## src/rtl/i2s_tx_pkg.sv

```systemverilog
// Shared constants and types for the I2S transmit path.
package i2s_tx_pkg;

    localparam int I2S_SLOT_W   = 32;
    localparam int I2S_SAMPLE_W = 24;
    localparam int I2S_BIT_W    = $clog2(2 * I2S_SLOT_W);

    // Bit-index window during which ws selects the right channel.
    localparam int I2S_WS_FIRST = I2S_SLOT_W - 1;
    localparam int I2S_WS_LAST  = 2 * I2S_SLOT_W - 2;

    typedef struct packed {
        logic [23:0] left;
        logic [23:0] right;
    } pcm_pair_t;

endpackage

```

## src/rtl/i2s_tx_clkgen.sv

```systemverilog
// Bit-clock divider: toggles bck every bck_div+1 clk and flags the edges.
module i2s_tx_clkgen #(
    parameter int DIV_W = 8
) (
    input  logic             clk_i,
    input  logic             reset_i,
    input  logic             en_i,
    input  logic [DIV_W-1:0] bck_div_i,
    output logic             bck_o,
    output logic             bck_rise_o,
    output logic             bck_fall_o
);

    logic [DIV_W-1:0] cnt_q, cnt_d;
    logic [DIV_W-1:0] div_q, div_d;
    logic             bck_q, bck_d;
    logic             run_s;
    logic             tc_s;

    assign run_s = en_i & ~reset_i;
    assign tc_s  = run_s & (cnt_q == div_q);

    // While idle the divider keeps reloading so the first half-period uses the current setting.
    always_comb begin
        cnt_d = cnt_q;
        div_d = div_q;
        bck_d = bck_q;
        if (!run_s) begin
            cnt_d = {DIV_W{1'b0}};
            div_d = bck_div_i;
            bck_d = 1'b0;
        end else if (tc_s) begin
            cnt_d = {DIV_W{1'b0}};
            div_d = bck_div_i;
            bck_d = ~bck_q;
        end else begin
            cnt_d = cnt_q + DIV_W'(1);
        end
    end

    // Divider state register.
    always_ff @(posedge clk_i) begin
        if (reset_i) begin
            cnt_q <= {DIV_W{1'b0}};
            div_q <= bck_div_i;
            bck_q <= 1'b0;
        end else begin
            cnt_q <= cnt_d;
            div_q <= div_d;
            bck_q <= bck_d;
        end
    end

    assign bck_o      = bck_q;
    assign bck_rise_o = tc_s & ~bck_q;
    assign bck_fall_o = tc_s & bck_q;

endmodule

```

## src/rtl/i2s_tx.sv

```systemverilog
// Philips I2S serializer: buffers one stereo pair and shifts it out in 32-bit slots.
module i2s_tx
    import i2s_tx_pkg::*;
#(
    parameter int SAMPLE_W = I2S_SAMPLE_W,
    parameter int SLOT_W   = I2S_SLOT_W,
    parameter int DIV_W    = 8
) (
    input  logic                clk,
    input  logic                reset,
    input  logic                en,
    input  logic [DIV_W-1:0]    bck_div,
    input  logic                mute,
    input  logic                s_valid,
    input  logic [SAMPLE_W-1:0] s_left,
    input  logic [SAMPLE_W-1:0] s_right,
    output logic                s_ready,
    output logic                i2s_bck,
    output logic                i2s_ws,
    output logic                i2s_d0,
    output logic                frame_strobe,
    output logic                underrun,
    input  logic                underrun_clr
);

    localparam int BIT_W   = $clog2(2 * SLOT_W);
    localparam int FRAME_W = 2 * SLOT_W;
    localparam int PAD_W   = SLOT_W - SAMPLE_W;
    localparam logic [BIT_W-1:0] B_LAST   = BIT_W'(2 * SLOT_W - 1);
    localparam logic [BIT_W-1:0] WS_FIRST = BIT_W'(SLOT_W - 1);
    localparam logic [BIT_W-1:0] WS_LAST  = BIT_W'(2 * SLOT_W - 2);

    logic               run_s, accept_s, bck_fall_s, bck_rise_unused;
    logic [BIT_W-1:0]   b_q, b_d, idx_s;
    logic               ws_q, ws_d, d0_q, d0_d, strobe_q, strobe_d;
    logic [FRAME_W-1:0] frame_q, frame_d;
    pcm_pair_t          hold_q, hold_d;
    logic               full_q, full_d, armed_q, armed_d, under_q, under_d;

    assign run_s    = en & ~reset;
    assign s_ready  = run_s & ~full_q;
    assign accept_s = s_valid & s_ready;

    i2s_tx_clkgen #(.DIV_W(DIV_W)) u_clkgen (
        .clk_i      (clk),
        .reset_i    (reset),
        .en_i       (en),
        .bck_div_i  (bck_div),
        .bck_o      (i2s_bck),
        .bck_rise_o (bck_rise_unused),
        .bck_fall_o (bck_fall_s)
    );

    // Bit sequencing, frame load and sample handshake.
    always_comb begin
        b_d      = b_q;
        ws_d     = ws_q;
        d0_d     = d0_q;
        strobe_d = 1'b0;
        frame_d  = frame_q;
        hold_d   = hold_q;
        full_d   = full_q;
        armed_d  = armed_q;
        under_d  = under_q;
        idx_s    = {BIT_W{1'b0}};
        if (!run_s) begin
            b_d     = B_LAST;
            ws_d    = 1'b0;
            d0_d    = 1'b0;
            frame_d = {FRAME_W{1'b0}};
            hold_d  = '0;
            full_d  = 1'b0;
            armed_d = 1'b0;
        end else begin
            if (bck_fall_s) begin
                b_d  = b_q + BIT_W'(1);
                ws_d = (b_d >= WS_FIRST) && (b_d <= WS_LAST);
                // Negated index: b=0 picks the old frame's last bit, b=k picks bit k-1 MSB-first.
                idx_s = BIT_W'(0) - b_d;
                d0_d  = frame_q[idx_s];
                if (b_q == B_LAST) begin
                    strobe_d = 1'b1;
                    full_d   = 1'b0;
                    if (full_q && !mute) begin
                        frame_d = {hold_q.left, {PAD_W{1'b0}}, hold_q.right, {PAD_W{1'b0}}};
                    end else begin
                        frame_d = {FRAME_W{1'b0}};
                    end
                    if (!full_q && armed_q) begin
                        under_d = 1'b1;
                    end else begin
                        under_d = under_q;
                    end
                end else begin
                    strobe_d = 1'b0;
                end
            end else begin
                b_d = b_q;
            end
            if (accept_s) begin
                hold_d  = {s_left, s_right};
                full_d  = 1'b1;
                armed_d = 1'b1;
            end else begin
                armed_d = armed_q;
            end
        end
        if (underrun_clr) begin
            under_d = 1'b0;
        end else begin
            under_d = under_d;
        end
    end

    // State and output registers.
    always_ff @(posedge clk) begin
        if (reset) begin
            b_q      <= B_LAST;
            ws_q     <= 1'b0;
            d0_q     <= 1'b0;
            strobe_q <= 1'b0;
            frame_q  <= {FRAME_W{1'b0}};
            hold_q   <= '0;
            full_q   <= 1'b0;
            armed_q  <= 1'b0;
            under_q  <= 1'b0;
        end else begin
            b_q      <= b_d;
            ws_q     <= ws_d;
            d0_q     <= d0_d;
            strobe_q <= strobe_d;
            frame_q  <= frame_d;
            hold_q   <= hold_d;
            full_q   <= full_d;
            armed_q  <= armed_d;
            under_q  <= under_d;
        end
    end

    assign i2s_ws       = ws_q;
    assign i2s_d0       = d0_q;
    assign frame_strobe = strobe_q;
    assign underrun     = under_q;

endmodule

```

## config.mk

```make
export PLATFORM = sky130hd
export DESIGN_NAME = i2s_tx
export DESIGN_NICKNAME = d
export VERILOG_FILES = /design/src/rtl/i2s_tx_pkg.sv /design/src/rtl/i2s_tx_clkgen.sv /design/src/rtl/i2s_tx.sv
export SDC_FILE = /design/constraint.sdc
export NUM_CORES = 1
export LEC_CHECK = 0
export ABC_AREA = 1
export CAP_MARGIN = 20
export CORE_UTILIZATION = 55
export DETAILED_ROUTE_END_ITERATION = 8
export PLACE_DENSITY = 0.88
export SLEW_MARGIN = 20
export SYNTH_ARGS = -nofsm -noshare
export SYNTH_HDL_FRONTEND = slang
export SYNTH_HIERARCHICAL = 1
export SYNTH_SLANG_ARGS = --single-unit
```

## constraint.sdc

```tcl
create_clock -name clk -period 2.8 [get_ports clk]
set_input_delay 0.7 -clock clk [delete_from_list [all_inputs] [get_ports clk]]
set_output_delay 0.7 -clock clk [all_outputs]
set_load 0.05 [all_outputs]
```

# After elaboration in Yosys (flattened, before gate mapping)
# Index checks and enable logic that the tools add are counted.
# op_classes
add_sub_neg	3
magnitude_cmp	3
n_eq_ne	3
mux	10
bitwise	10
n_reduce_logical	14
# ops
op	n
$mux W64	1
$mux W8	3
$add A8 B1 Y8 const B	1
$eq A8 B8 Y1	1
$lt A6 B7 Y1 const B	1
$add A6 B1 Y6 const B	1
$bmux W1 S6	1
$eq A6 B6 Y1 const B	1
$ge A6 B5 Y1 const B	1
$le A6 B6 Y1 const B	1
$reduce_or A3 Y1	2
$sub A1 B6 Y6 const A	1
$and A1 B1 Y1	5
$mux W1	5
$not A1 Y1	5
$reduce_and A2 Y1	2
$reduce_and A4 Y1	1
$reduce_bool A2 Y1	2
$reduce_or A2 Y1	2
$logic_and A1 B1 Y1	3
$ne A3 B2 Y1 const B	1
$logic_not A1 Y1	2
# totals
ff_bits	141
in_bits	62

# Logic depth before layout (Yosys ltp)
# logic_depth
word_depth	6
mapped_depth	17
ltp_nobuf	13

# Modules after synthesis
# The synthesis kept the hierarchy.
# by_module_without_submodules
mod	instances	cells_per_inst	area_per_inst_um2
i2s_tx	1	639	4640.7
i2s_tx_clkgen	1	87	775.7

# Least setup slack after synthesis
# No wires, ideal clock.
# synth_path
path_kind	input to register
startpoint	in en
endpoint	reg hold_q[25] in the netlist's numbering
setup_ns	0.059
arrival_time_ns	2.168
setup_slack_ns	0.573
cell_stages	10
cell_sequence	inv_1 -> nor2_2 -> inv_2 -> nor2_2 -> nand2_1 -> inv_2 -> buf_4 -> buf_4 -> nand2_1 -> nand2_1
# synth_between
elab_chain_cells	3
elab_cells_between_ends	5
cone_classes	4 x bitwise; 1 x reduce/logical
# synth_lines
item	line	rtl
from (decl)	i2s_tx.sv:11	input logic en,
$and A1 B1 Y1	i2s_tx.sv:40	assign run_s = en & ~reset;
$and A1 B1 Y1	i2s_tx.sv:41	assign s_ready = run_s & ~full_q;
via s_ready	i2s_tx.sv:17	output logic s_ready,
$and A1 B1 Y1	i2s_tx.sv:42	assign accept_s = s_valid & s_ready;
to (signal assigned)	i2s_tx.sv:133	hold_q <= hold_d;
to (decl)	i2s_tx.sv:37	pcm_pair_t hold_q, hold_d;
# The timed path passes the listed nets, and every way through them passes these cells.
# A chain may end at the register's enable or synchronous reset.

# Worst setup path after layout
# layout_path
startpoint	in reset
endpoint	out s_ready
# layout_between
elab_chain_cells	3
# layout_lines
item	line	rtl
from (decl)	i2s_tx.sv:10	input logic reset,
$not A1 Y1	i2s_tx.sv:40	
$and A1 B1 Y1	i2s_tx.sv:40	
$and A1 B1 Y1	i2s_tx.sv:41	
to (decl)	i2s_tx.sv:17	
# No other way between the ends.

==> impl_metrics.ini <==
[outcome]
status = finished, final reports clean

[route]
wl_per_cell_um = 14.2
wl_um = 13100
antenna_left = 0
detail_route.drc_violations = 0
first_pass_iters = 9
dr.first_iter.drc_count = 426
via_per_inst = 5.53
num_vias = 5102

[final_layout]
layout_commonest_cell = nand2_1
final_nets = 847
n_antenna_cell = 0
final_cell_area_um2 = 6770
fill_cells = 717
fin_util = 0.723
drive_gt1_frac = 0.0919
layout_common_cells = nand2_1, nand3_1, dfxtp_1, clkdlybuf4s50_1, inv_1
areaGrowthSynthToFinish_pct = 25.2

[clock_tree]
cts_buffers = 17
hold_buffers = 0
cts-root-buf = clkbuf_8
clk_latency_ns = 0.53
cts_max_level = 4
cts.sinks = 125
cts_tree = built
post_cts_buffers = 0
clockBufferDepth = 2
ctsResizeCount = 0
clk_pin_slew_worst_paths_ns = 0.06

[sta]
drv_slew = 0
slew_headroom = 0.470
max_slew.worst_pin.slew_ns = 0.795
skew_ns = 0.00741
fin_tns_setup_ns = 0
rsz0062_at_grt = false
whs_ns = 0.464
fin_crit_sh = 0.929
setup_viol = 0
setup_slack_ns = 0.200
period_needed_ns = 2.60
finalHoldViolCount = 0
max_freq_mhz = 385

[synthesis]
ys_warn_count = 6
syn_inst = 725
syn_nets = 791
synth_area_um2 = 5410
syn_area_per_cell_um2 = 7.47

[floorplan]
start_util = 0.578
die_y_um = 101
die-area_um2 = 10200
die_w_um = 101
rows = 35
coreArea_um2 = 9370
io_pins = 68

[critical_path]
rr_startpoint = b_q[1]$_SDFFE_PP1P_
setup.worst_path.class = input port to primary output
cp.arrival_ns = 1.90
crit_path_max_fanout = 3
crit_required_ns = 2.10
critPathLaunchType = input port
critPathLaunch = reset
worst_setup_path_end_kind = primary output

[worst_hold_path]
hp-start = i2s_ws$_SDFFE_PP0P_
min_path_type = register to register

[place]
place_congestion = 0.847
placed_area_um2 = 6170
io_buffers = 67
hpwl_um = 8280
place_ws_ns = 0.0973

[grt]
grt_max_degree = 78
antenna_found_initial = 0
grt_pass1_vias = 5017
grt_pass1_wl_um = 22100
gr-usage-all-layers = 0.278
globalRoute.totalOverflow = 0

[pwr]
p_leak_uw = 0.00301
power.density_nw_per_um2 = 636
ir_drop_uv = 401

[run]
maxCapViolations = 0
-- area by class of cell --
class | count | area, um^2 | area share
Sequential cell | 125 | 2580 | 0.381
Multi-Input combinational cell | 498 | 2400 | 0.354
Timing Repair Buffer | 80 | 803 | 0.119
Clock buffer | 18 | 439 | 0.0648
Inverter | 59 | 221 | 0.0327
Clock inverter | 14 | 169 | 0.0249
Tap cell | 129 | 161 | 0.0238
-- stage by stage --
step | power [uW] | std cells
final | 4310 | 923
after global routing | 4440 | 923
after CTS | 4330 | 923
after detailed placement | 2100 | 891
after global placement | 2090 | 891
after floorplan | 1980 | 725
-- routing by layer --
metal | track usage | wire, um
met5 | 0 | 0
met3 | 0.0773 | 889
met1 | 0.315 | 5280
met2 | 0.480 | 6620
met4 | 0.144 | 348
-- power by group --
part	switching, uW	internal [uW]	total [uW]
registers	23.0	1840	1860
clock network	894	1360	2250
logic	96.7	105	202
total	1010	3300	4310
-- state kept, by name (all words and copies together) (netlist names) --
| register | cells |
|---|---|
| armed_q | 1 |
| b_q | 6 |
| frame_q | 48 |
| frame_strobe | 1 |
| full_q | 1 |
| hold_q | 48 |
| i2s_d0 | 1 |
| i2s_ws | 1 |
| u_clkgen/bck_o | 1 |
| u_clkgen/cnt_q | 8 |
| u_clkgen/div_q | 8 |
| underrun | 1 |
-- critical path: stages --
cell             delay [ns]
clkdlybuf4s50_1        0.52
nor2_4                 0.19
inv_2                  0.05
nor2_2                 0.25
buf_12                 0.18
-- final timing paths --
check | cells past startpoint | slack, ns | to
max | 5 | 0.20 | s_ready
min | 2 | 0.46 | i2s_ws$_SDFFE_PP0P_
max reg2reg | 12 | 0.43 | i2s_d0$_SDFFE_PP0P_
min reg2reg | 2 | 0.46 | i2s_ws$_SDFFE_PP0P_
(Power assumes the default switching activity.)
